### src/rtl/program_memory_arbiter_pkg.sv
// Shared types and constants for the program memory arbiter slice.
package program_memory_arbiter_pkg;

  typedef enum logic [1:0] {
    IDLE    = 2'd0,
    SERVE_F = 2'd1,
    SERVE_D = 2'd2
  } state_t;

  typedef enum logic {
    OWNER_F = 1'b0,
    OWNER_D = 1'b1
  } owner_t;

  localparam logic [31:0] PM_BASE_ADDR_DEFAULT = 32'h0040_0000;

endpackage

### src/rtl/program_memory_arbiter_addr_check.sv
// Combinational range/alignment check of a byte address against the program memory window.
module pm_addr_check
  import program_memory_arbiter_pkg::*;
#(
  parameter int unsigned           MEMORY_DEPTH = 64,
  parameter int unsigned           DATA_WIDTH   = 32,
  parameter logic [DATA_WIDTH-1:0] BASE_ADDR    = DATA_WIDTH'(PM_BASE_ADDR_DEFAULT)
) (
  input  logic [DATA_WIDTH-1:0] addr,
  output logic                  valid
);

  localparam logic [DATA_WIDTH-1:0] SPAN = DATA_WIDTH'(4 * MEMORY_DEPTH);

  logic [DATA_WIDTH-1:0] offset;

  // The lower-bound test guards the unsigned subtraction against wrapping.
  always_comb begin
    offset = addr - BASE_ADDR;
    valid  = (addr >= BASE_ADDR) && (offset < SPAN) && (addr[1:0] == 2'b00);
  end

endmodule

### src/rtl/program_memory_arbiter.sv
// Two-requester (fetch/data) arbiter in front of a combinational program memory, fully registered outputs.
module program_memory_arbiter
  import program_memory_arbiter_pkg::*;
#(
  parameter int unsigned           MEMORY_DEPTH = 64,
  parameter int unsigned           DATA_WIDTH   = 32,
  parameter logic [DATA_WIDTH-1:0] BASE_ADDR    = DATA_WIDTH'(PM_BASE_ADDR_DEFAULT)
) (
  input  logic                  clk,
  input  logic                  reset,
  input  logic                  f_req_i,
  input  logic [DATA_WIDTH-1:0] f_addr_i,
  input  logic                  d_req_i,
  input  logic [DATA_WIDTH-1:0] d_addr_i,
  output logic                  f_gnt_o,
  output logic                  d_gnt_o,
  output logic                  f_rvalid_o,
  output logic                  d_rvalid_o,
  output logic [DATA_WIDTH-1:0] rdata_o,
  output logic                  err_o,
  output logic [DATA_WIDTH-1:0] mem_addr_o,
  input  logic [DATA_WIDTH-1:0] mem_rdata_i,
  output logic [7:0]            conflict_cnt_o
);

  state_t                state, state_next;
  owner_t                last_owner;
  logic                  grant_f, grant_d;
  logic [DATA_WIDTH-1:0] sel_addr;
  logic                  sel_valid;
  logic                  addr_ok;

  always_comb begin
    state_next = IDLE;
    grant_f    = 1'b0;
    grant_d    = 1'b0;
    if (f_req_i && (!d_req_i || last_owner == OWNER_D)) begin
      grant_f    = 1'b1;
      state_next = SERVE_F;
    end else if (d_req_i) begin
      grant_d    = 1'b1;
      state_next = SERVE_D;
    end
  end

  assign sel_addr = grant_d ? d_addr_i : f_addr_i;

  pm_addr_check #(
    .MEMORY_DEPTH (MEMORY_DEPTH),
    .DATA_WIDTH   (DATA_WIDTH),
    .BASE_ADDR    (BASE_ADDR)
  ) u_addr_check (
    .addr  (sel_addr),
    .valid (sel_valid)
  );

  always_ff @(posedge clk or posedge reset) begin
    if (reset) begin
      state          <= IDLE;
      last_owner     <= OWNER_D;
      f_gnt_o        <= 1'b0;
      d_gnt_o        <= 1'b0;
      f_rvalid_o     <= 1'b0;
      d_rvalid_o     <= 1'b0;
      err_o          <= 1'b0;
      rdata_o        <= '0;
      mem_addr_o     <= BASE_ADDR;
      addr_ok        <= 1'b0;
      conflict_cnt_o <= '0;
    end else begin
      state   <= state_next;
      f_gnt_o <= grant_f;
      d_gnt_o <= grant_d;
      if (grant_f || grant_d) begin
        mem_addr_o <= sel_addr;
        addr_ok    <= sel_valid;
        last_owner <= grant_f ? OWNER_F : OWNER_D;
      end
      // Response stage: the memory answers for mem_addr_o during the SERVE cycle.
      f_rvalid_o <= (state == SERVE_F);
      d_rvalid_o <= (state == SERVE_D);
      err_o      <= (state != IDLE) && !addr_ok;
      if (state != IDLE) begin
        rdata_o <= addr_ok ? mem_rdata_i : '0;
      end
      if (f_req_i && d_req_i && conflict_cnt_o != 8'hFF) begin
        conflict_cnt_o <= conflict_cnt_o + 8'd1;
      end
    end
  end

endmodule

### config.mk
export PLATFORM = sky130hd
export DESIGN_NAME = program_memory_arbiter
export DESIGN_NICKNAME = d
export VERILOG_FILES = /design/src/rtl/program_memory_arbiter_pkg.sv /design/src/rtl/program_memory_arbiter_addr_check.sv /design/src/rtl/program_memory_arbiter.sv
export SDC_FILE = /design/constraint.sdc
export NUM_CORES = 1
export LEC_CHECK = 0
export CORE_MARGIN = 2
export CORE_UTILIZATION = 40
export CTS_CLUSTER_SIZE = 16
export DETAILED_ROUTE_END_ITERATION = 6
export PLACE_DENSITY = 0.84
export SYNTH_ARGS = -nofsm -noshare
export SYNTH_HDL_FRONTEND = slang
export SYNTH_SLANG_ARGS = --single-unit
### constraint.sdc
create_clock -name clk -period 3 [get_ports clk]
set_input_delay 0.45 -clock clk [delete_from_list [all_inputs] [get_ports clk]]
set_output_delay 0.45 -clock clk [all_outputs]
set_load 0.02 [all_outputs]
## After elaboration in Yosys (flattened, before gate mapping)

Index checks and enable logic that the tools add are counted.

| cells by class | value |
|---|---|
| $add $sub $neg | 2 |
| $lt $le $gt $ge | 2 |
| equality and inequality tests | 3 |
| mux-type cells | 8 |
| reductions and logical operators | 12 |

Operators with widths:

| cell | number |
|---|---|
| $mux W32 | 2 |
| $ge A32 B23 Y1 const B | 1 |
| $lt A32 B9 Y1 const B | 1 |
| $sub A32 B23 Y32 const B | 1 |
| $add A8 B1 Y8 const B | 1 |
| $ne A8 B8 Y1 const B | 1 |
| $logic_and A1 B1 Y1 | 6 |
| $mux W1 | 4 |
| $mux W2 | 2 |
| $eq A2 B1 Y1 const B | 1 |
| $eq A2 B2 Y1 const B | 1 |
| $logic_not A1 Y1 | 2 |
| $logic_not A2 Y1 | 1 |
| $logic_or A1 B1 Y1 | 2 |
| $reduce_bool A2 Y1 | 1 |

| word-level totals | value |
|---|---|
| register bits after elaboration | 81 |
| input bits | 100 |

## Longest topological paths before layout

| depth | value |
|---|---|
| word-level depth | 9 |
| gate-level depth with buffers | 5 |
| gate-level depth less buffers | 5 |

## Cells and area by module

From an unflattened synthesis, not the netlist that was laid out.

| unflattened totals | value |
|---|---|
| cells, all modules | 307 |
| area, all modules | 3648.5 um^2 |

Modules (own cells, without submodules):

| module | instances | cells each | area an instance (um^2) | sequential area each (um^2) |
|---|---|---|---|---|
| program_memory_arbiter | 1 | 297 | 3570.9 | 1979.4 |
| pm_addr_check | 1 | 10 | 77.6 | 0.0 |

## Worst setup path before layout

No wires, ideal clock.

| timing path | value |
|---|---|
| path type | flip-flop to flip-flop |
| from | register conflict_cnt_o[0] |
| to | register conflict_cnt_o[1] |
| library setup time | 125 ps |
| arrival time | 1551 ps |
| slack | 1324 ps |
| stages on the path, launching flop included | 5 |
| buffers on the path | 0 |
| period minus slack after synthesis | 1676 ps |
| path through | dfrtp_1 > ha_1 > nand3_2 > o311a_4 > mux2_4 |

| on the way | value |
|---|---|
| word-level cells in the longest chain between the ends | 2 |

Ends and longest elaborated chain:

| element | RTL line | RTL |
|---|---|---|
| from (decl) | program_memory_arbiter.sv:23 | `output logic [7:0] conflict_cnt_o` |
| from (signal assigned) | program_memory_arbiter.sv:87 | `conflict_cnt_o <= conflict_cnt_o + 8'd1;` |
| branches (longest 2 deep; another with $add A8 B1 Y8) | -- |  |

Several ways; the timed one is not identified.
A chain may end at the register's enable or synchronous reset.

## Final worst setup path

| timing path | value |
|---|---|
| from | input f_req_i |
| to | register mem_addr_o[3] |

| on the way | value |
|---|---|
| word-level cells in the longest chain between the ends | 3 |

Ends and longest elaborated chain:

| element | RTL line | RTL |
|---|---|---|
| from (decl) | program_memory_arbiter.sv:11 | `input logic f_req_i,` |
| $logic_and A1 B1 Y1 (*) | program_memory_arbiter.sv:37 | `if (f_req_i && (!d_req_i \|\| last_owner == OWNER_D)) begin` |
| $mux W1 | program_memory_arbiter.sv:37 |  |
| $mux W32 or $logic_or A1 B1 Y1 (tied branches) | program_memory_arbiter.sv:46, program_memory_arbiter.sv:74 |  |
| to (signal assigned) | program_memory_arbiter.sv:75 | `mem_addr_o <= sel_addr;` |
| to (decl) | program_memory_arbiter.sv:21 | `output logic [DATA_WIDTH-1:0] mem_addr_o,` |

Mark *: on every way between the ends. The rest lies on a longest branch, timed or not.

==> flow_metrics.py <==
metrics = {
    "outcome": {
        "status": "finished, final reports clean",
    },
    "layout": {
        "drive_above_1_share_pct": 5.14,
        "antenna_cells": 0,
        "fin_nets": 621,
        "mostFrequentLayoutCells": "176 x clkdlybuf4s50_1, 77 x dfrtp_1, 69 x nand2_1",
        "layout_commonest_cell": "clkdlybuf4s50_1",
        "fillers": 706,
        "syn_to_final_growth_pct": 57.9,
    },
    "critical_path": {
        "rr_worst_depth": 2,
        "cp.arrival_ns": 2.25,
        "cp-start-kind": "primary input",
        "worstReg2RegEnd": "rdata_o[30]$_DFFE_PP0N_",
        "ff2ff_setup_slack_ns": 1.22,
        "cp_max_fo": 38,
        "cp.required_ns": 3.26,
        "crit_type": "primary input to flop",
        "r2r-start": "state[0]$_DFF_PP0_",
        "cp-end-kind": "flop",
    },
    "clock_tree": {
        "clock_path_buffers": 2,
        "clk_pin_slew_ns": 0.07,
        "cts_resized": 0,
        "clock_latency_ns": 0.33,
        "cts_tree": "done",
        "cts_setup_buffers": 0,
        "cts_max_level": 3,
        "cts_root_buf": "clkbuf_8",
        "cts_made_buffers": 9,
        "ctsHoldBuffers": 0,
        "clock_sinks": 79,
    },
    "placed_design": {
        "hpwl_mm": 7.31,
        "port_buffers": 176,
        "dp_slack_ns": 0.634,
        "place.gp.congestion": 0.819,
    },
    "hold_path": {
        "hold-path-cell-count": 2,
        "hold_path.class": "flop to flop",
        "worstHoldStart": "rdata_o[12]$_DFFE_PP0N_",
        "hold_path_end": "rdata_o[12]$_DFFE_PP0N_",
    },
    "flow_run": {
        "cap_viol_max_count": 0,
    },
    "logic_synthesis": {
        "post_synth.cell_area_avg_sq_um": 10.0,
        "yosys_warnings": 0,
        "synth.distinct_cells": 34,
        "netlist_area_sq_um": 3510,
        "ys_seq_elements": 79,
        "synthCells": 351,
        "syn_nets": 452,
        "seq_area_frac_synth_pct": 56.4,
    },
    "global_routing": {
        "grt_start_max_net_pins": 66,
        "antenna_found_initial": 0,
        "overflow": 0,
        "gr-usage-all-layers_pct": 20.4,
        "grt_pass1_vias": 3306,
        "grt_pass1_wl_mm": 15.7,
    },
    "die": {
        "rows": 34,
        "coreArea_sq_um": 8640,
        "start_util_pct": 40.7,
        "dieArea_sq_um": 9550,
        "die_y_um": 97.7,
        "die_w_um": 97.7,
        "ios": 177,
    },
    "route": {
        "ant_nets": 0,
        "vias": 3134,
        "drt-vias-per-instance": 4.95,
        "avgRoutedWirePerCell_um": 15.1,
        "wl_mm": 9.54,
        "drt_iter0_drc": 56,
        "drtPass1Iterations": 4,
        "drc": 0,
    },
    "sta": {
        "setup_viol_count_final": 0,
        "period_share_pct": 66.4,
        "slew_violations": 0,
        "grt_setup_unrepaired": "false",
        "setup_tns_ns": 0,
        "post-route-min-period_ns": 1.99,
        "tightest_slew_ns": 1.09,
        "finClkSkew_ns": 0.0102,
        "hold_viol": 0,
        "hold_ws_ns": 0.484,
        "max-slew-margin-rel_pct": 27.0,
        "layout_setup_ws_ns": 1.01,
        "fmax_mhz": 502,
    },
    "power": {
        "p_leak_nw": 2.25,
        "power_per_cell_area_nw_per_um2": 511,
        "peakVddDrop_mv": 0.256,
    },
}
worst max-delay path: stages:
cell             delay [ns]
clkdlybuf4s50_1        0.62
or2_2                  0.59
buf_4                  0.39
nor2_1                 0.07
a21oi_1                0.13
cells by family after synthesis:
logic type,count (synthesis),synth area share (%)
simple gates,133,16.2
flops,79,56.4
buf+inv,26,4.56
compound gates,75,11.9
xor+xnor,4,0.998
fa+ha+maj,1,0.356
mux,33,9.55
cells in the mapped netlist (all sizes together):
cell / number / share of area, %
a21boi: 2 / 0.53
a21oi: 33 / 4.7
a22oi: 1 / 0.21
a31oi: 1 / 0.18
a41oi: 1 / 0.25
buf: 9 / 2.7
clkbuf: 13 / 1.4
dfrtp: 77 / 55
dfstp: 2 / 1.5
ha: 1 / 0.36
inv: 4 / 0.43
mux2: 1 / 0.43
mux2i: 32 / 9.1
nand2: 69 / 7.4
nand3: 4 / 0.71
nand3b: 1 / 0.21
nand4: 4 / 0.71
nor2: 37 / 4.0
nor2b: 3 / 0.53
nor3: 2 / 0.29
nor4: 10 / 1.8
nor4b: 2 / 0.50
o21a: 2 / 0.43
o21ai: 32 / 4.6
o22ai: 1 / 0.18
o311a: 1 / 0.61
o32a: 1 / 0.29
or2: 1 / 0.18
xnor2: 3 / 0.75
xor2: 1 / 0.25
area by class of cell:
| type | instances | area, sq um | share of cell area, % |
|---|---|---|---|
| Sequential cell | 79 | 1980 | 35.7 |
| Timing Repair Buffer | 180 | 1800 | 32.5 |
| Multi-Input combinational cell | 246 | 1390 | 25.0 |
| Clock buffer | 13 | 159 | 2.86 |
| Tap cell | 108 | 135 | 2.44 |
| Clock inverter | 3 | 65.1 | 1.17 |
| Inverter | 4 | 16.3 | 0.293 |
metal layers:
layer	track usage [%]	up-vias	part of all wire, %
met5	0	-	0
met4	5.98	0	1.7
li1	-	1542	-
met1	24.2	1455	40
met2	35.1	124	50
met3	7.05	13	7.8
state kept, by name (all words and copies together) (netlist names):
name / flops
mem_addr_o: 32
rdata_o: 32
conflict_cnt_o: 8
addr_ok: 1
d_gnt_o: 1
d_rvalid_o: 1
err_o: 1
f_rvalid_o: 1
last_owner: 1
state: 1
stage by stage:
| stage | utilization, % | power [W] | std cells | area [sq um] |
|---|---|---|---|---|
| global route | 64.2 | 0.00299 | 633 | 5550 |
| CTS | 64.2 | 0.00288 | 633 | 5550 |
| finish | 64.2 | 0.00284 | 633 | 5550 |
| floorplan | - | 0.00160 | 351 | 3510 |
| detailed placement | 61.6 | 0.00199 | 617 | 5320 |
| global placement | 61.6 | 0.00197 | 617 | 5320 |
how the worst max path moves through the flow:
| stage | depth (start not counted) | endpoint | slack, ns | from |
|---|---|---|---|---|
| finish | 5 | mem_addr_o[3]$_DFFE_PP0P_ | 1.01 | f_req_i |
| global route | 5 | mem_addr_o[17]$_DFFE_PP0P_ | 0.88 | f_req_i |
| CTS | 5 | mem_addr_o[3]$_DFFE_PP0P_ | 1.01 | f_req_i |
| detailed placement | 5 | mem_addr_o[3]$_DFFE_PP0P_ | 0.63 | f_req_i |
| global placement | 5 | mem_addr_o[2]$_DFFE_PP0P_ | 0.73 | f_req_i |
| floorplan | 1 | addr_ok$_DFFE_PP0P_ | 0.53 | reset |
where the power goes:
part           leakage, nW  total, W  internal (W)  switching, W
combinational         1.14  0.000715      0.000377      0.000339
clock                0.114  0.000864      0.000514      0.000350
sequential           0.996   0.00126       0.00116     0.0000939
total                 2.25   0.00284       0.00205      0.000782
(Power assumes the default switching activity.)
